[config.mk]
export PLATFORM = sky130hd
export DESIGN_NAME = snake_tick_controller
export DESIGN_NICKNAME = d
export VERILOG_FILES = /design/src/rtl/snake_tick_controller.sv
export SDC_FILE = /design/constraint.sdc
export NUM_CORES = 1
export LEC_CHECK = 0
export ABC_AREA = 1
export CAP_MARGIN = 20
export CELL_PAD_IN_SITES_DETAIL_PLACEMENT = 1
export CELL_PAD_IN_SITES_GLOBAL_PLACEMENT = 2
export CORE_MARGIN = 4
export CORE_UTILIZATION = 36
export DETAILED_ROUTE_END_ITERATION = 10
export DONT_BUFFER_PORTS = 1
export GPL_TIMING_DRIVEN = 0
export HOLD_SLACK_MARGIN = 0.02
export PLACE_DENSITY = 0.82
export SLEW_MARGIN = 20
export SYNTH_ARGS = -nofsm -noshare
export SYNTH_HDL_FRONTEND = slang
export SYNTH_SLANG_ARGS = --single-unit
[constraint.sdc]
create_clock -name clk -period 3.3 [get_ports clk]
set_clock_uncertainty 0.15 [all_clocks]
set_input_delay 0.825 -clock clk [delete_from_list [all_inputs] [get_ports clk]]
set_output_delay 0.825 -clock clk [all_outputs]
set_load 0.01 [all_outputs]
[src/rtl/snake_tick_controller.sv]
// Snake game move sequencer: keeps the body in an external segment RAM used as a
// ring buffer, advances the head on each accepted game tick and erases the tail.
module snake_tick_controller #(
  parameter int X_MAX    = 159,
  parameter int Y_MAX    = 119,
  parameter int INIT_LEN = 4,
  parameter int MAX_LEN  = 2048
) (
  input  logic        clk,
  input  logic        reset_n,
  input  logic        game_tick,
  input  logic [1:0]  dir,
  input  logic [7:0]  food_x,
  input  logic [6:0]  food_y,
  input  logic [16:0] ram_q,
  output logic [10:0] ram_address,
  output logic        ram_wren,
  output logic [16:0] ram_data,
  output logic [7:0]  x_out,
  output logic [6:0]  y_out,
  output logic        plot,
  output logic [2:0]  colour,
  output logic [1:0]  status,
  output logic        food_eaten,
  output logic        busy
);

  typedef enum logic [3:0] {
    S_INIT,
    S_IDLE,
    S_RD_HEAD,
    S_WAIT_HEAD,
    S_CALC,
    S_WR_HEAD,
    S_PLOT_HEAD,
    S_RD_TAIL,
    S_WAIT_TAIL,
    S_PLOT_TAIL,
    S_OVER
  } state_t;

  localparam logic [1:0] DIR_UP    = 2'b00;
  localparam logic [1:0] DIR_DOWN  = 2'b01;
  localparam logic [1:0] DIR_LEFT  = 2'b10;
  localparam logic [1:0] DIR_RIGHT = 2'b11;

  localparam logic [1:0] ST_INIT = 2'b00;
  localparam logic [1:0] ST_RUN  = 2'b01;
  localparam logic [1:0] ST_WALL = 2'b10;
  localparam logic [1:0] ST_FULL = 2'b11;

  localparam logic [1:0] SEG_BODY  = 2'b01;
  localparam logic [2:0] COL_SNAKE = 3'b010;
  localparam logic [2:0] COL_BG    = 3'b000;

  localparam int INIT_X0 = 81 - INIT_LEN;
  localparam int INIT_Y  = 60;

  state_t      state_reg, state_next;
  logic [10:0] head_ptr_reg, head_ptr_next;
  logic [10:0] tail_ptr_reg, tail_ptr_next;
  logic [11:0] length_reg, length_next;
  logic [1:0]  dir_reg, dir_next;
  logic [1:0]  status_reg, status_next;
  logic [4:0]  init_cnt_reg, init_cnt_next;
  logic [7:0]  head_x_reg, head_x_next;
  logic [6:0]  head_y_reg, head_y_next;
  logic [7:0]  new_x_reg, new_x_next;
  logic [6:0]  new_y_reg, new_y_next;
  logic        eat_reg, eat_next;

  logic [10:0] ram_address_reg, ram_address_next;
  logic        ram_wren_reg, ram_wren_next;
  logic [16:0] ram_data_reg, ram_data_next;
  logic [7:0]  x_out_reg, x_out_next;
  logic [6:0]  y_out_reg, y_out_next;
  logic        plot_reg, plot_next;
  logic [2:0]  colour_reg, colour_next;
  logic        food_eaten_reg, food_eaten_next;

  logic [7:0]  init_x;
  logic [7:0]  move_x;
  logic [6:0]  move_y;
  logic        wall_hit;
  logic        move_eat;
  logic        ram_type_unused;

  // The segment type field is only written, never needed on read-back.
  assign ram_type_unused = ^ram_q[1:0];

  assign init_x = 8'(INIT_X0) + {3'b000, init_cnt_reg};

  // Candidate head one step away from the stored head; no wrap at the borders.
  always_comb begin
    move_x   = head_x_reg;
    move_y   = head_y_reg;
    wall_hit = 1'b0;
    case (dir_reg)
      DIR_UP: begin
        if (head_y_reg == 7'd0) wall_hit = 1'b1;
        else                    move_y   = head_y_reg - 7'd1;
      end
      DIR_DOWN: begin
        if ({1'b0, head_y_reg} >= 8'(Y_MAX)) wall_hit = 1'b1;
        else                                 move_y   = head_y_reg + 7'd1;
      end
      DIR_LEFT: begin
        if (head_x_reg == 8'd0) wall_hit = 1'b1;
        else                    move_x   = head_x_reg - 8'd1;
      end
      default: begin
        if ({1'b0, head_x_reg} >= 9'(X_MAX)) wall_hit = 1'b1;
        else                                 move_x   = head_x_reg + 8'd1;
      end
    endcase
  end

  assign move_eat = (move_x == food_x) && (move_y == food_y);

  always_comb begin
    state_next       = state_reg;
    head_ptr_next    = head_ptr_reg;
    tail_ptr_next    = tail_ptr_reg;
    length_next      = length_reg;
    dir_next         = dir_reg;
    status_next      = status_reg;
    init_cnt_next    = init_cnt_reg;
    head_x_next      = head_x_reg;
    head_y_next      = head_y_reg;
    new_x_next       = new_x_reg;
    new_y_next       = new_y_reg;
    eat_next         = eat_reg;
    ram_address_next = ram_address_reg;
    ram_data_next    = ram_data_reg;
    x_out_next       = x_out_reg;
    y_out_next       = y_out_reg;
    colour_next      = colour_reg;
    ram_wren_next    = 1'b0;
    plot_next        = 1'b0;
    food_eaten_next  = 1'b0;

    // Outputs are registered, so each branch loads what the *next* state drives.
    case (state_reg)
      S_INIT: begin
        if (init_cnt_reg < 5'(INIT_LEN)) begin
          ram_address_next = 11'(init_cnt_reg);
          ram_wren_next    = 1'b1;
          ram_data_next    = {init_x, 7'(INIT_Y), SEG_BODY};
          plot_next        = 1'b1;
          x_out_next       = init_x;
          y_out_next       = 7'(INIT_Y);
          colour_next      = COL_SNAKE;
          init_cnt_next    = init_cnt_reg + 5'd1;
        end else begin
          head_ptr_next = 11'(INIT_LEN - 1);
          tail_ptr_next = 11'd0;
          length_next   = 12'(INIT_LEN);
          status_next   = ST_RUN;
          state_next    = S_IDLE;
        end
      end

      S_IDLE: begin
        if (game_tick) begin
          // A request for the exact reverse direction differs only in bit 0.
          if (dir != (dir_reg ^ 2'b01)) dir_next = dir;
          ram_address_next = head_ptr_reg;
          state_next       = S_RD_HEAD;
        end
      end

      S_RD_HEAD: state_next = S_WAIT_HEAD;

      S_WAIT_HEAD: begin
        head_x_next = ram_q[16:9];
        head_y_next = ram_q[8:2];
        state_next  = S_CALC;
      end

      S_CALC: begin
        if (wall_hit) begin
          status_next = ST_WALL;
          state_next  = S_OVER;
        end else if (move_eat && (length_reg == 12'(MAX_LEN))) begin
          status_next = ST_FULL;
          state_next  = S_OVER;
        end else begin
          new_x_next       = move_x;
          new_y_next       = move_y;
          eat_next         = move_eat;
          ram_address_next = head_ptr_reg + 11'd1;
          ram_wren_next    = 1'b1;
          ram_data_next    = {move_x, move_y, SEG_BODY};
          head_ptr_next    = head_ptr_reg + 11'd1;
          state_next       = S_WR_HEAD;
        end
      end

      S_WR_HEAD: begin
        plot_next   = 1'b1;
        x_out_next  = new_x_reg;
        y_out_next  = new_y_reg;
        colour_next = COL_SNAKE;
        state_next  = S_PLOT_HEAD;
      end

      S_PLOT_HEAD: begin
        if (eat_reg) begin
          food_eaten_next = 1'b1;
          length_next     = length_reg + 12'd1;
          state_next      = S_IDLE;
        end else begin
          ram_address_next = tail_ptr_reg;
          state_next       = S_RD_TAIL;
        end
      end

      S_RD_TAIL: state_next = S_WAIT_TAIL;

      S_WAIT_TAIL: begin
        plot_next     = 1'b1;
        x_out_next    = ram_q[16:9];
        y_out_next    = ram_q[8:2];
        colour_next   = COL_BG;
        tail_ptr_next = tail_ptr_reg + 11'd1;
        state_next    = S_PLOT_TAIL;
      end

      S_PLOT_TAIL: state_next = S_IDLE;

      S_OVER: state_next = S_OVER;

      default: state_next = S_INIT;
    endcase
  end

  always_ff @(posedge clk or negedge reset_n) begin
    if (!reset_n) begin
      state_reg       <= S_INIT;
      head_ptr_reg    <= '0;
      tail_ptr_reg    <= '0;
      length_reg      <= '0;
      dir_reg         <= DIR_RIGHT;
      status_reg      <= ST_INIT;
      init_cnt_reg    <= '0;
      head_x_reg      <= '0;
      head_y_reg      <= '0;
      new_x_reg       <= '0;
      new_y_reg       <= '0;
      eat_reg         <= 1'b0;
      ram_address_reg <= '0;
      ram_wren_reg    <= 1'b0;
      ram_data_reg    <= '0;
      x_out_reg       <= '0;
      y_out_reg       <= '0;
      plot_reg        <= 1'b0;
      colour_reg      <= COL_BG;
      food_eaten_reg  <= 1'b0;
    end else begin
      state_reg       <= state_next;
      head_ptr_reg    <= head_ptr_next;
      tail_ptr_reg    <= tail_ptr_next;
      length_reg      <= length_next;
      dir_reg         <= dir_next;
      status_reg      <= status_next;
      init_cnt_reg    <= init_cnt_next;
      head_x_reg      <= head_x_next;
      head_y_reg      <= head_y_next;
      new_x_reg       <= new_x_next;
      new_y_reg       <= new_y_next;
      eat_reg         <= eat_next;
      ram_address_reg <= ram_address_next;
      ram_wren_reg    <= ram_wren_next;
      ram_data_reg    <= ram_data_next;
      x_out_reg       <= x_out_next;
      y_out_reg       <= y_out_next;
      plot_reg        <= plot_next;
      colour_reg      <= colour_next;
      food_eaten_reg  <= food_eaten_next;
    end
  end

  assign ram_address = ram_address_reg;
  assign ram_wren    = ram_wren_reg;
  assign ram_data    = ram_data_reg;
  assign x_out       = x_out_reg;
  assign y_out       = y_out_reg;
  assign plot        = plot_reg;
  assign colour      = colour_reg;
  assign status      = status_reg;
  assign food_eaten  = food_eaten_reg;
  assign busy        = (state_reg != S_IDLE) && (state_reg != S_OVER);

endmodule

Word-level counts from Yosys, hierarchy flattened
Cells that the tools add are included.
{"block": "classes", "n_eq_ne": 26, "bitwise": 3, "n_mul": 0, "n_addsub": 9, "magnitude_cmp": 3, "n_shift": 0, "mux": 51, "n_reduce_logical": 25, "div": 0}
{"cell": "two-way mux 11 bit", "count": 7}
{"cell": "two-way mux 17 bit", "count": 3}
{"cell": "one-hot mux 11 bit (2 select lines)", "count": 2}
{"cell": "one-hot mux 11 bit (4 select lines)", "count": 1}
{"cell": "one-hot mux 4 bit (11 select lines)", "count": 1}
{"cell": "one-hot mux 17 bit (2 select lines)", "count": 1}
{"cell": "two-way mux 12 bit", "count": 2}
{"cell": "two-way mux 8 bit", "count": 3}
{"cell": "one-hot mux 12 bit (2 select lines)", "count": 1}
{"cell": "one-hot mux 8 bit (3 select lines)", "count": 1}
{"cell": "adder 11 x 1 -> 11 bit (second input constant)", "count": 2}
{"cell": "two-way mux 7 bit", "count": 3}
{"cell": "one-hot mux 7 bit (3 select lines)", "count": 1}
{"cell": "equality test 4 x 3 -> 1 bit (second input constant)", "count": 4}
{"cell": "two-way mux 4 bit", "count": 4}
{"cell": "one-hot mux 8 bit (2 select lines)", "count": 1}
{"cell": "inequality test 2 bit (second input constant)", "count": 7}
{"cell": "one-hot mux 7 bit (2 select lines)", "count": 1}
{"cell": "adder 12 x 1 -> 12 bit (second input constant)", "count": 1}
{"cell": "equality test 12 bit (second input constant)", "count": 1}
{"cell": "equality test 4 bit (second input constant)", "count": 3}
{"cell": "AND reduction 3 bit", "count": 4}
{"cell": "two-way mux 1 bit", "count": 9}
{"cell": "one-hot mux 3 bit (3 select lines)", "count": 1}
{"cell": "37 further kinds", "count": 53}
{"block": "word_totals", "romBits": 0, "wordCells": 137, "input_bits": 37, "ram_bits": 0, "latch_bits": 0, "output_inout_bits": 52, "register_bits": 127, "memories": 0}

Logic depth before layout (Yosys ltp)
{"block": "logic_depth", "word_depth": 9, "ltp_mapped": 20, "mapped_depth_nobuf": 20}

Worst setup path before layout
Ideal clock, no wire load.
{"block": "synth_timing", "path_type": "register to register", "start": "register head_x_reg[0]", "end": "register ram_data_reg[0] (netlist: ram_data[0])", "t_arrival_ns": 2.217, "synth_period_minus_slack_ns": 2.501, "setup_ns": 0.134, "n_path_buf": 2, "slack_ns": 0.799, "stages_incl_launch_ff": 18, "required_ns": 3.016, "cell_sequence": "dfrtp_1 inv_1 ha_1 nand3_1 nor2_2 nor2_1 nand2_1 nand2_1 nand2_1 nand2_1 nor2_1 nand3_1 nor2_2 nand3_1 nand3_2 buf_6 buf_4 nand3b_1"}
{"block": "synth_between", "elab_chain_len": 8, "elab_cells_between_ends": 16, "cone_classes": "add/sub: 2; order compare: 1; eq/ne: 3; mux: 6; reduce/logical: 4"}
{"element": "from (decl)", "line_no": "66", "text": "logic [7:0] head_x_reg, head_x_next;"}
{"element": "from (signal assigned)", "line_no": "267", "text": "head_x_reg <= head_x_next;"}
{"element": "adder 8 x 1 -> 8 bit (tied with other cells)", "line_no": "113", "text": "else move_x = head_x_reg + 8'd1;"}
{"element": "two-way mux 8 bit, on equally long branches", "line_no": "112, 108"}
{"element": "one-hot mux 8 bit (2 select lines)", "line_no": "98", "text": "case (dir_reg)"}
{"element": "equality test 8 bit", "line_no": "118", "text": "assign move_eat = (move_x == food_x) && (move_y == food_y);"}
{"element": "logical AND 1 bit", "line_no": "118"}
{"element": "logical AND 1 bit", "line_no": "184", "text": "end else if (move_eat && (length_reg == 12'(MAX_LEN))) begin"}
{"element": "inequality test 2 bit (no source line)"}
{"element": "AND reduction 4 bit (no source line) *"}
{"element": "to (signal assigned)", "line_no": "274", "text": "ram_data_reg <= ram_data_next;"}
{"element": "to (decl)", "line_no": "74", "text": "logic [16:0] ram_data_reg, ram_data_next;"}
Every way passes the cells marked *; elsewhere a longest branch is shown, timed or not.
A chain may end at the register's enable or synchronous reset.

Final worst setup path
{"block": "layout_timing", "start": "register head_x_reg[0]", "end": "register ram_data_reg[2] (netlist: ram_data[2])"}
The elaborated chain is that of the path after synthesis.

==> impl_summary.log <==
[metrics] first-pass iteration count of the detailed router: 5
[metrics] share of the synthesized area in the top cell type: 42.66%
[metrics] crit path launch type: flop
[metrics] antenna violations before repair: 0
[metrics] relative max-transition margin: 48.71%
[metrics] number of endpoints with negative hold slack in the final report: 122
[metrics] detailed-route wire length: 23980 um
[metrics] critical register-to-register path startpoint: head_x_reg[0]$_DFFE_PN0P_
[metrics] drt via density: 5.154
[metrics] main area contributors after synthesis: sky130_fd_sc_hd__dfrtp_1, sky130_fd_sc_hd__nand2_1, sky130_fd_sc_hd__nand3_1
[metrics] sink count of the clock tree: 124
[metrics] kind of path behind the tightest hold check: input port to async pin
[metrics] final estimated routing congestion in global placement: 0.8346
[metrics] number of storage elements in the synthesis netlist: 124
[metrics] total global routing overflow: 0
[metrics] IO Port Bufs: 0
[metrics] Tmin final: 3023 ps
[metrics] Yosys warning total: 0
[metrics] top_reg_cell synth: sky130_fd_sc_hd__dfrtp_1
[metrics] final setup fails: 0
[metrics] data required time of the worst path: 3500 ps
[metrics] overall global routing resource usage: 22.57%
[metrics] area grow syn2layout: 14.72%
[metrics] violations in the final reports: negative hold slack
[metrics] ant diodes: 0
[metrics] number of buffers created by CTS: 17
[metrics] average footprint of a synthesized cell: 7.114 um2
[metrics] routed length per instance: 18.36 um
[metrics] type of destination of the critical path: flop
[metrics] slowest cell on the critical path: sky130_fd_sc_hd__dfrtp_1
[metrics] worst path buffer plus inverter count: 3
[metrics] Reg-to-Reg End: ram_data[2]$_DFFE_PN0P_
[metrics] Detailed Place HPWL: 17890 um
[metrics] post-synthesis instance area: 0.007157 mm2
[metrics] first-pass GRT wire length: 38720 um
[metrics] clock network latency to the later pin of the worst-skew pair: 430 ps
[metrics] Peak supply drop: 0.4540 mV
[metrics] number of global-route vias before repair: 6987
[metrics] Max Root-Sink Buffers: 2
[metrics] maximum number of pins on one net before global-route repair: 125
[metrics] drt drc: 0
[metrics] most frequent cells after synthesis: sky130_fd_sc_hd__nand2_1, sky130_fd_sc_hd__dfrtp_1, sky130_fd_sc_hd__inv_1, sky130_fd_sc_hd__nor2_1, sky130_fd_sc_hd__nand3_1
[metrics] library cell occupying the most area in the post-synthesis netlist: sky130_fd_sc_hd__dfrtp_1
[metrics] Starting Density: 36.65%
[metrics] flip-flop count of the largest register after layout: 16
[metrics] height of the die: 149.0 um
[metrics] power density over the cells: 967.7 mW/mm2
[metrics] transition at the pin with the smallest max-transition slack: 769.4 ps
[metrics] Cell Chain, Critical Path: inv_2, ha_2, nand3_2, nor2_4, nor2_2, nand2_1, nand2_1, nand2_1, nand2_1, nor2_1, nand3_1, nor2_2, nand3_1, nand3_2, buf_8, buf_6, nand3_1, nand2_1
[metrics] Reg2Reg Depth: 18
[metrics] sequential share of the synthesized area: 43.39%
[metrics] critical path peak fanout: 10
[metrics] Final Net Count: 1074
[metrics] highest cell delay on the worst timing path: 420 ps
[metrics] CTS root buffer: sky130_fd_sc_hd__clkbuf_16
[metrics] Slew Limit Fails: 0
[metrics] Top delay family on crit path: simple AND/OR/NAND/NOR gates
[metrics] htree depth: 4
[metrics] maximum clock frequency: 330.8 MHz
[metrics] hold slack final: -42.11 ps
[metrics] maximum capacitance violations: 0
[metrics] Yosys cell types: 40
[metrics] sum of negative setup slack: 0 ps
[metrics] CTS tree: built
[metrics] least setup slack across all paths after layout: 277.1 ps
[metrics] Ports: 89
[metrics] total number of vias: 6731
[metrics] outcome: complete, but fails checks
[metrics] CTS clock-pin slew for the worst setup and hold paths: 60 ps
[metrics] kind of critical path: flop to flop
[metrics] R2R setup slack: 280 ps
[metrics] Die Area: 0.02220 mm2
[metrics] Die W: 149.0 um
[metrics] CP dominant cell by count: sky130_fd_sc_hd__nand2_1
[metrics] fraction of layout cells with a size suffix above 1: 8.357%
[metrics] post-synthesis async set-or-reset flop share: 100.0%
[metrics] reported leakage power: 4.093 nW
[metrics] fin crit share: 91.60%
[metrics] number of standard cells after synthesis: 1006
[metrics] FP Rows: 51
[metrics] Worst Path Arrival: 3230 ps
[metrics] Routed Antenna Nets: 0
[metrics] Post-synth EDFFs: 0
[metrics] cell with the most instances after synthesis: sky130_fd_sc_hd__nand2_1
[metrics] core area: 0.01953 mm2
[metrics] Setup Slack @ Placement: -90.53 ps
[metrics] DRT iter0 DRCs: 341
## logic make-up (layout without fill, tap and decap cells)
logic type	Yosys count	after routing	share of synthesized area, %
AND/OR/NAND/NOR	575	575	34.37
buffers and inverters	157	190	8.899
AO/OA/AOI/OAI	127	127	10.09
flip-flops	124	124	43.39
XOR/XNOR	11	11	1.346
adder cells (fa/ha/maj)	9	9	1.573
multiplexers	2	2	0.2797
other	1	3	0.05240
## how the worst max path moves through the flow
stage / start / endpoint / slack (ps) / depth (start not counted)
global route: head_y_reg[0]$_DFFE_PN0P_ / ram_data[2]$_DFFE_PN0P_ / -2 / 20
floorplan: head_x_reg[0]$_DFFE_PN0P_ / ram_data[0]$_DFFE_PN0P_ / 800 / 17
detailed placement: head_y_reg[0]$_DFFE_PN0P_ / head_ptr_reg[1]$_DFFE_PN0P_ / -90 / 17
finish: head_x_reg[0]$_DFFE_PN0P_ / ram_data[2]$_DFFE_PN0P_ / 280 / 18
global placement: head_y_reg[0]$_DFFE_PN0P_ / head_ptr_reg[10]$_DFFE_PN0P_ / -80 / 17
CTS: head_x_reg[0]$_DFFE_PN0P_ / ram_data[2]$_DFFE_PN0P_ / 3 / 18
## routing by layer
layer / share of wire, % / global-route usage (%) / vias up / wire length (um)
li1: - / - / 3304 / -
met3: 5.8 / 5.621 / 28 / 1395
met2: 46 / 35.42 / 147 / 10990
met5: 0 / 0 / - / 0
met4: 1.6 / 6.087 / 0 / 374
met1: 47 / 31.25 / 3252 / 11220
## area by class of cell
type,count,area [um2]
fillers,2503,11320
multi-input cells,727,3480
well taps,265,331.6
repair buffers,1,7.507
flip-flops and latches,124,3108
clock inverters,7,135.1
plain buffers,38,206.4
inverters,119,446.7
clock buffers,25,495.5
## report_power, final
part           total [mW]  internal (mW)  switching (mW)  leakage (nW)
clock network        2.04           1.34           0.695         0.311
logic                3.43           1.03            2.40          2.19
registers            2.48           1.99           0.493          1.59
total                7.94           4.36            3.59          4.09
## per-stage QoR
step	cell area (um2)	std cells	total power, mW	utilization, %
after floorplan	7164	1008	4.764	-
after global placement	7496	1273	5.780	38.39
after detailed placement	7496	1273	5.848	38.39
after CTS	8138	1305	7.940	41.68
after global routing	8210	1306	8.605	42.05
final	8210	1306	7.945	42.05
## cells in the final DEF, fill, tap and decap left out, types with 12 or more instances in the layout
cell,Yosys,final
sky130_fd_sc_hd__a21oi_1,33,33
sky130_fd_sc_hd__clkbuf_1,20,22
sky130_fd_sc_hd__clkbuf_16,0,17
sky130_fd_sc_hd__dfrtp_1,122,120
sky130_fd_sc_hd__inv_1,108,107
sky130_fd_sc_hd__nand2_1,322,319
sky130_fd_sc_hd__nand3_1,88,85
sky130_fd_sc_hd__nand4_1,33,33
sky130_fd_sc_hd__nor2_1,92,90
sky130_fd_sc_hd__nor3_1,12,12
sky130_fd_sc_hd__o21ai_0,62,62
## what timing repair did
item	4_1_cts	5_1_grt
resized for setup	4	21
buffers inserted	0	1
endpoints found under the setup margin	29	59
hold endpoints to repair	122	122
cloned	0	0
pin swaps	0	2
Note: power is estimated with default switching activity, not from simulation.
